**src/rtl/aria_seq_ctrl.sv**
```systemverilog
// -----------------------------------------------------------------------------
// aria_seq_ctrl
//
// Top-level sequencer for the ARIA 1.1 core. After a key_valid pulse it walks
// through W0..W3 generation and writes every round key into the round-key file.
// After that it runs one 128-bit block per accepted blk_valid through the round
// datapath, in either the encrypt or the decrypt direction.
//
// Ports
//   clk, rst_n   : rising-edge clock, asynchronous active-low reset
//   aria_mode    : key length (00=128, 01=192, 10/11=256), sampled on key accept
//   key_valid    : start key setup
//   blk_valid    : start one block operation (only while keys are ready)
//   decrypt      : block direction, sampled on block accept
//   key_ready    : round keys valid
//   blk_ready    : blk_valid is accepted this cycle
//   busy         : key setup or block operation in progress
//   w_en, w_sel  : W-register load strobe and word index
//   rk_wr_en     : round-key file write strobe
//   rk_rd_en     : round-key file read strobe
//   rk_addr      : round-key file address (holds when no strobe is active)
//   round_en     : round datapath enable
//   round_odd    : 1 = FO round, 0 = FE round
//   round_last   : final FE round (key addition, no diffusion)
//   final_add    : closing round-key addition
//   out_valid    : one-cycle pulse, datapath output holds the result
// -----------------------------------------------------------------------------
module aria_seq_ctrl (
    input  logic       clk,
    input  logic       rst_n,
    input  logic [1:0] aria_mode,
    input  logic       key_valid,
    input  logic       blk_valid,
    input  logic       decrypt,
    output logic       key_ready,
    output logic       blk_ready,
    output logic       busy,
    output logic       w_en,
    output logic [1:0] w_sel,
    output logic       rk_wr_en,
    output logic       rk_rd_en,
    output logic [4:0] rk_addr,
    output logic       round_en,
    output logic       round_odd,
    output logic       round_last,
    output logic       final_add,
    output logic       out_valid
);

    typedef enum logic [2:0] {
        S_IDLE    = 3'd0,
        S_W_GEN   = 3'd1,
        S_RK_GEN  = 3'd2,
        S_KEY_RDY = 3'd3,
        S_ROUND   = 3'd4,
        S_FINAL   = 3'd5,
        S_DONE    = 3'd6
    } state_e;

    // Number of round keys for a mode; 2'b11 is handled as ARIA-256.
    function automatic logic [4:0] n_rk_of(input logic [1:0] mode);
        case (mode)
            2'b00:   n_rk_of = 5'd13;
            2'b01:   n_rk_of = 5'd15;
            default: n_rk_of = 5'd17;
        endcase
    endfunction

    // ------------------------------------------------------------------
    // State and control registers
    // ------------------------------------------------------------------
    state_e     state_q, state_d;
    logic [3:0] r_q, r_d;        // round counter, 0..N_r-1
    logic [4:0] idx_q, idx_d;    // W word index / round-key write index
    logic [1:0] mode_q, mode_d;
    logic       dec_q, dec_d;

    // Registered outputs
    logic       key_ready_q, key_ready_d;
    logic       blk_ready_q, blk_ready_d;
    logic       busy_q, busy_d;
    logic       w_en_q, w_en_d;
    logic [1:0] w_sel_q, w_sel_d;
    logic       rk_wr_en_q, rk_wr_en_d;
    logic       rk_rd_en_q, rk_rd_en_d;
    logic [4:0] rk_addr_q, rk_addr_d;
    logic       round_en_q, round_en_d;
    logic       round_odd_q, round_odd_d;
    logic       round_last_q, round_last_d;
    logic       final_add_q, final_add_d;
    logic       out_valid_q, out_valid_d;

    logic [4:0] n_rk_cur;   // round keys for the mode in force now
    logic [4:0] n_rk_nxt;   // round keys for the mode in force next cycle

    assign n_rk_cur = n_rk_of(mode_q);
    assign n_rk_nxt = n_rk_of(mode_d);

    // ------------------------------------------------------------------
    // Next-state logic
    // ------------------------------------------------------------------
    // NOTE: every variable gets a default before the case so that no path
    // leaves one unassigned, which would otherwise infer a latch.
    always_comb begin
        state_d = state_q;
        r_d     = r_q;
        idx_d   = idx_q;
        mode_d  = mode_q;
        dec_d   = dec_q;

        unique case (state_q)
            S_IDLE: begin
                if (key_valid) begin
                    state_d = S_W_GEN;
                    idx_d   = 5'd0;
                    mode_d  = aria_mode;
                end
            end

            S_W_GEN: begin
                if (idx_q == 5'd3) begin
                    state_d = S_RK_GEN;
                    idx_d   = 5'd0;
                end else begin
                    idx_d = idx_q + 5'd1;
                end
            end

            S_RK_GEN: begin
                if (idx_q == n_rk_cur - 5'd1) begin
                    state_d = S_KEY_RDY;
                    idx_d   = 5'd0;
                end else begin
                    idx_d = idx_q + 5'd1;
                end
            end

            S_KEY_RDY: begin
                // A new key always wins over a block request in the same cycle.
                if (key_valid) begin
                    state_d = S_W_GEN;
                    idx_d   = 5'd0;
                    mode_d  = aria_mode;
                end else if (blk_valid) begin
                    state_d = S_ROUND;
                    dec_d   = decrypt;
                    r_d     = 4'd0;
                end
            end

            S_ROUND: begin
                // Last round is r = N_r-1 = N_rk-2; compared at 5 bits so that
                // the ARIA-256 limit of 15 never needs a wrapping counter.
                if ({1'b0, r_q} == n_rk_cur - 5'd2) begin
                    state_d = S_FINAL;
                end else begin
                    r_d = r_q + 4'd1;
                end
            end

            S_FINAL: state_d = S_DONE;

            S_DONE:  state_d = S_KEY_RDY;

            default: state_d = S_IDLE;
        endcase
    end

    // ------------------------------------------------------------------
    // Output decode from the next state, so every output is a flop
    // that reflects the state the machine is about to be in.
    // ------------------------------------------------------------------
    always_comb begin
        key_ready_d  = 1'b0;
        blk_ready_d  = 1'b0;
        busy_d       = 1'b0;
        w_en_d       = 1'b0;
        w_sel_d      = 2'd0;
        rk_wr_en_d   = 1'b0;
        rk_rd_en_d   = 1'b0;
        rk_addr_d    = rk_addr_q;
        round_en_d   = 1'b0;
        round_odd_d  = 1'b0;
        round_last_d = 1'b0;
        final_add_d  = 1'b0;
        out_valid_d  = 1'b0;

        unique case (state_d)
            S_IDLE: ;

            S_W_GEN: begin
                busy_d  = 1'b1;
                w_en_d  = 1'b1;
                w_sel_d = idx_d[1:0];
            end

            S_RK_GEN: begin
                busy_d     = 1'b1;
                rk_wr_en_d = 1'b1;
                rk_addr_d  = idx_d;
            end

            S_KEY_RDY: begin
                key_ready_d = 1'b1;
                blk_ready_d = 1'b1;
            end

            S_ROUND: begin
                key_ready_d  = 1'b1;
                busy_d       = 1'b1;
                round_en_d   = 1'b1;
                rk_rd_en_d   = 1'b1;
                // Decryption consumes the round keys in reverse order.
                rk_addr_d    = dec_d ? (n_rk_nxt - 5'd1 - {1'b0, r_d}) : {1'b0, r_d};
                round_odd_d  = ~r_d[0];
                round_last_d = ({1'b0, r_d} == n_rk_nxt - 5'd2);
            end

            S_FINAL: begin
                key_ready_d = 1'b1;
                busy_d      = 1'b1;
                final_add_d = 1'b1;
                rk_rd_en_d  = 1'b1;
                rk_addr_d   = dec_d ? 5'd0 : (n_rk_nxt - 5'd1);
            end

            S_DONE: begin
                key_ready_d = 1'b1;
                busy_d      = 1'b1;
                out_valid_d = 1'b1;
            end

            default: ;
        endcase
    end

    // ------------------------------------------------------------------
    // Registers
    // ------------------------------------------------------------------
    // NOTE: sequential state uses non-blocking assignments so every flop
    // samples the pre-edge values regardless of statement order.
    always_ff @(posedge clk or negedge rst_n) begin
        if (!rst_n) begin
            state_q      <= S_IDLE;
            r_q          <= 4'd0;
            idx_q        <= 5'd0;
            mode_q       <= 2'b00;
            dec_q        <= 1'b0;
            key_ready_q  <= 1'b0;
            blk_ready_q  <= 1'b0;
            busy_q       <= 1'b0;
            w_en_q       <= 1'b0;
            w_sel_q      <= 2'd0;
            rk_wr_en_q   <= 1'b0;
            rk_rd_en_q   <= 1'b0;
            rk_addr_q    <= 5'd0;
            round_en_q   <= 1'b0;
            round_odd_q  <= 1'b0;
            round_last_q <= 1'b0;
            final_add_q  <= 1'b0;
            out_valid_q  <= 1'b0;
        end else begin
            state_q      <= state_d;
            r_q          <= r_d;
            idx_q        <= idx_d;
            mode_q       <= mode_d;
            dec_q        <= dec_d;
            key_ready_q  <= key_ready_d;
            blk_ready_q  <= blk_ready_d;
            busy_q       <= busy_d;
            w_en_q       <= w_en_d;
            w_sel_q      <= w_sel_d;
            rk_wr_en_q   <= rk_wr_en_d;
            rk_rd_en_q   <= rk_rd_en_d;
            rk_addr_q    <= rk_addr_d;
            round_en_q   <= round_en_d;
            round_odd_q  <= round_odd_d;
            round_last_q <= round_last_d;
            final_add_q  <= final_add_d;
            out_valid_q  <= out_valid_d;
        end
    end

    assign key_ready  = key_ready_q;
    // blk_ready promises acceptance in this very cycle, so a concurrent
    // key_valid (which takes priority) has to mask the registered flag.
    assign blk_ready  = blk_ready_q & ~key_valid;
    assign busy       = busy_q;
    assign w_en       = w_en_q;
    assign w_sel      = w_sel_q;
    assign rk_wr_en   = rk_wr_en_q;
    assign rk_rd_en   = rk_rd_en_q;
    assign rk_addr    = rk_addr_q;
    assign round_en   = round_en_q;
    assign round_odd  = round_odd_q;
    assign round_last = round_last_q;
    assign final_add  = final_add_q;
    assign out_valid  = out_valid_q;

endmodule

```
**config.mk**
```make
export PLATFORM = sky130hd
export DESIGN_NAME = aria_seq_ctrl
export DESIGN_NICKNAME = d
export VERILOG_FILES = /design/src/rtl/aria_seq_ctrl.sv
export SDC_FILE = /design/constraint.sdc
export NUM_CORES = 1
export LEC_CHECK = 0
export ABC_CLOCK_PERIOD_IN_PS = 4400
export CELL_PAD_IN_SITES_DETAIL_PLACEMENT = 2
export CELL_PAD_IN_SITES_GLOBAL_PLACEMENT = 2
export CORE_ASPECT_RATIO = 2
export CORE_MARGIN = 10
export CORE_UTILIZATION = 30
export DETAILED_ROUTE_END_ITERATION = 8
export MAX_ROUTING_LAYER = met4
export PLACE_DENSITY_LB_ADDON = 0.08
export SLEW_MARGIN = 20
export SYNTH_ARGS = -nofsm -noshare
export SYNTH_HDL_FRONTEND = slang
export SYNTH_SLANG_ARGS = --single-unit
```
**constraint.sdc**
```tcl
create_clock -name clk -period 4.4 [get_ports clk]
set_clock_uncertainty 0.2 [all_clocks]
set_input_delay 0.88 -clock clk [delete_from_list [all_inputs] [get_ports clk]]
set_output_delay 0.88 -clock clk [all_outputs]
set_load 0.02 [all_outputs]
```
==> run metrics <==
Synth Instances=around 190; overall power=0.002022 W; ys async rst share=100.0%; largest net degree at the start of global routing=34; setup TNS=0 ns; synth-to-layout area growth=23.93%; CP max stage cell=clkdlybuf4s50_1; crit-path cells=clkdlybuf4s50_1, nor4b_4, mux2i_2, inv_1, nor2_1, ha_1, a31oi_1, xnor2_1, nor3b_1, nor4_2, a31oi_1; Worst EP required=between 4 and 5 ns; DP Area=approximately 0.0023 mm2; XOR/XNOR Fraction of Synth Area=2.228%; TritonCTS clock tree=done; most common cell after layout, fill and taps aside=dfrtp_1; num ports=25; syn nets=208; DRC=0; Setup Buffers After CTS=0; combinational family with the most area after synthesis=simple AND/OR/NAND/NOR gates; HP Class=register to register; clock sink total=33; Simple-Gate Fraction of Synth Area=23.87%; final worst setup slack=about 0.45 ns; Reg2Reg Depth=11; Setup WS pre-CTS=0.1587 ns; Hold Vio Cnt, Final=0; Final Slew Violations=0; dpl hpwl=approximately 5.1 mm; Port-buffer cells=24; Hold WS=roughly 0.33 ns; Slew headroom=58.47%; DRT Pass-1 Iters=4; Rows=just over 40; hold path depth=1; status=complete, no violations; top_reg_cell synth=dfrtp_1; die height=134.5 um; vias in the first global route=~1900; register bit total from synthesis=33; CP Launch Type=primary input; worst skew pair latency=approximately 0.28 ns; Synth Warn #=0; crit end category=register; Overflow after GRT=0; library cells used by synthesis=between 60 and 70; Power Dens Cells=around 830 mW/mm2; n_diodes=0; DRT iter0 DRCs=60; die area=between 0.01 and 0.015 mm2; Worst path max stage delay=about 0.60 ns; Compound-Gate Fraction of Synth Area=between 20% and 30%; max-cap violations=0; Initial Utilization=a little under a third; crit path max fanout=8; Pleak=roughly 1.0 nW; htree depth=2; Clock Pin Slew Worst Setup and Hold Paths=0.06 ns; average cell area after synthesis=10.13 um2; CTS Hold Buffers Added=0; actual slew at the worst max-slew pin=a little over 0.6 ns; initial antenna violation count=0; GP Congestion=between 0.8 and 0.9; post-layout min period=3.946 ns; share of cells above drive strength 1=between 10% and 20%; RSZ-0062 raised after global routing=false; multiplexer area fraction after synthesis=1.719%; GRT Resource Usage Total=13.26%; commonest non-fill, non-tap cells in the layout=dfrtp_1 (33), clkdlybuf4s50_1 (24), nor2_1 (16); Routed WL=between 6 and 7 mm; wire length per cell=roughly 21 um; vias per cell=around 5.3; CTS buffer count=5; post-route cell area=0.002436 mm2; Max Clk Rate=approximately 250 MHz; Final ANT Viol Nets=0; CP most frequent cell=a31oi_1; EDFF count, synth=0; Cell Area, Synth=approximately 0.0020 mm2; kind of critical path=primary input to register; Total Nets Final=about 240; via count of the routed design=between 1500 and 2000; synthesized-area fraction occupied by adder cells=4.838%; Core ar.=0.006361 mm2; first-pass GRT wire length=between 10 and 15 mm; Horiz. Die Dim=77.24 um; Final Setup Violations=0; clock buffer depth=2; post-synthesis sequential area ratio=42.01%; Root Driver=clkbuf_16; Arr. time, crit path=3.95 ns; post-route clock period utilization=89.69%; post_cts resized=0; maximum VDD drop=0.2927 mV
per-layer routing:
layer | vias up | track usage, % | routed length (um)
met2 | 23 | 25.42 | 3810
met1 | 850 | 12.40 | 2339
li1 | 761 | - | -
met3 | 11 | 2.593 | 140
met5 | - | - | 0
met4 | 0 | 5.306 | 122
worst max-delay path, delay by kind of cell:
family	cells	cell delay, ns
compound gates	2	0.40
xor+xnor	1	0.17
fa+ha+maj	1	0.28
buf+inv	2	0.72
mux	1	0.55
simple gates	4	0.94
through the flow:
step / std cells / utilization [%]
2_1_floorplan: 194 / -
3_3_place_gp: 302 / 36.05
3_5_place_dp: 302 / 36.05
4_1_cts: 310 / 38.30
5_1_grt: 310 / 38.30
6_report: 310 / 38.30
cells in the mapped netlist, drive strengths merged (2+ instances only):
| master | count | share of area (%) |
|---|---|---|
| dfrtp | 33 | 42 |
| nor2 | 17 | 3.4 |
| xnor2 | 3 | 1.3 |
| nor3b | 5 | 2.5 |
| o31ai | 2 | 0.76 |
| xor2 | 2 | 0.89 |
| and2 | 4 | 1.3 |
| nand2b | 3 | 0.95 |
| buf | 5 | 2.4 |
| and2b | 2 | 0.89 |
| a21boi | 2 | 0.76 |
| nand3 | 4 | 1.0 |
| ha | 6 | 3.8 |
| mux2i | 3 | 1.7 |
| a21oi | 8 | 2.0 |
| nand2 | 11 | 2.1 |
| o22ai | 3 | 1.3 |
| a211oi | 3 | 1.1 |
| a31oi | 5 | 1.6 |
| nor4bb | 2 | 1.0 |
| nor4b | 2 | 2.0 |
| or2 | 2 | 0.64 |
| o211ai | 4 | 1.5 |
| o21ai | 10 | 2.7 |
| inv | 13 | 2.5 |
| nand3b | 2 | 0.76 |
| nor2b | 3 | 0.95 |
| a21o | 2 | 0.76 |
| nor3 | 9 | 2.9 |
state kept, by name, summed over array words and instances (netlist names):
signal	flops
busy	1
dec_q	1
blk_ready_q	1
out_valid	1
key_ready	1
r_q	4
rk_wr_en	1
rk_addr	5
round_en	1
final_add	1
state_q	3
mode_q	2
rk_rd_en	1
round_last	1
round_odd	1
idx_q	5
w_en	1
w_sel	2
cells by family (layout without fill, tap and decap cells):
| logic type | Yosys count | after routing |
|---|---|---|
| mux | 3 | 3 |
| simple gates | 74 | 74 |
| flops | 33 | 33 |
| compound gates | 53 | 53 |
| xor+xnor | 5 | 5 |
| buf+inv | 19 | 49 |
| fa+ha+maj | 7 | 7 |
power by group:
part | leakage [nW] | internal (W) | switching [W]
logic | 0.556 | 0.000471 | 0.000624
registers | 0.422 | 0.000424 | 0.000156
clock network | 0.0696 | 0.000207 | 0.000139
layout make-up:
type	count	area, um2
Clock buffer	5	125.1
Clock inverter	3	17.52
Fill cell	726	3925
Inverter	13	48.80
Multi-Input combinational cell	142	1041
Sequential cell	33	825.8
Tap cell	86	107.6
Timing Repair Buffer	28	270.3
final timing paths:
check / startpoint / to / slack, ns
worst min register to register: rk_addr[1] / rk_addr[1] / 0.33
worst max-delay path: key_valid / rk_addr[3] / 0.45
max in group asynchronous: rst_n / rk_addr[2] / 2.85
worst min-delay path: rk_addr[1] / rk_addr[1] / 0.33
min in group asynchronous: rst_n / w_en / 0.82
worst max register to register: state_q[1] / rk_addr[3] / 0.80
Note: power is estimated with default switching activity, not from simulation.
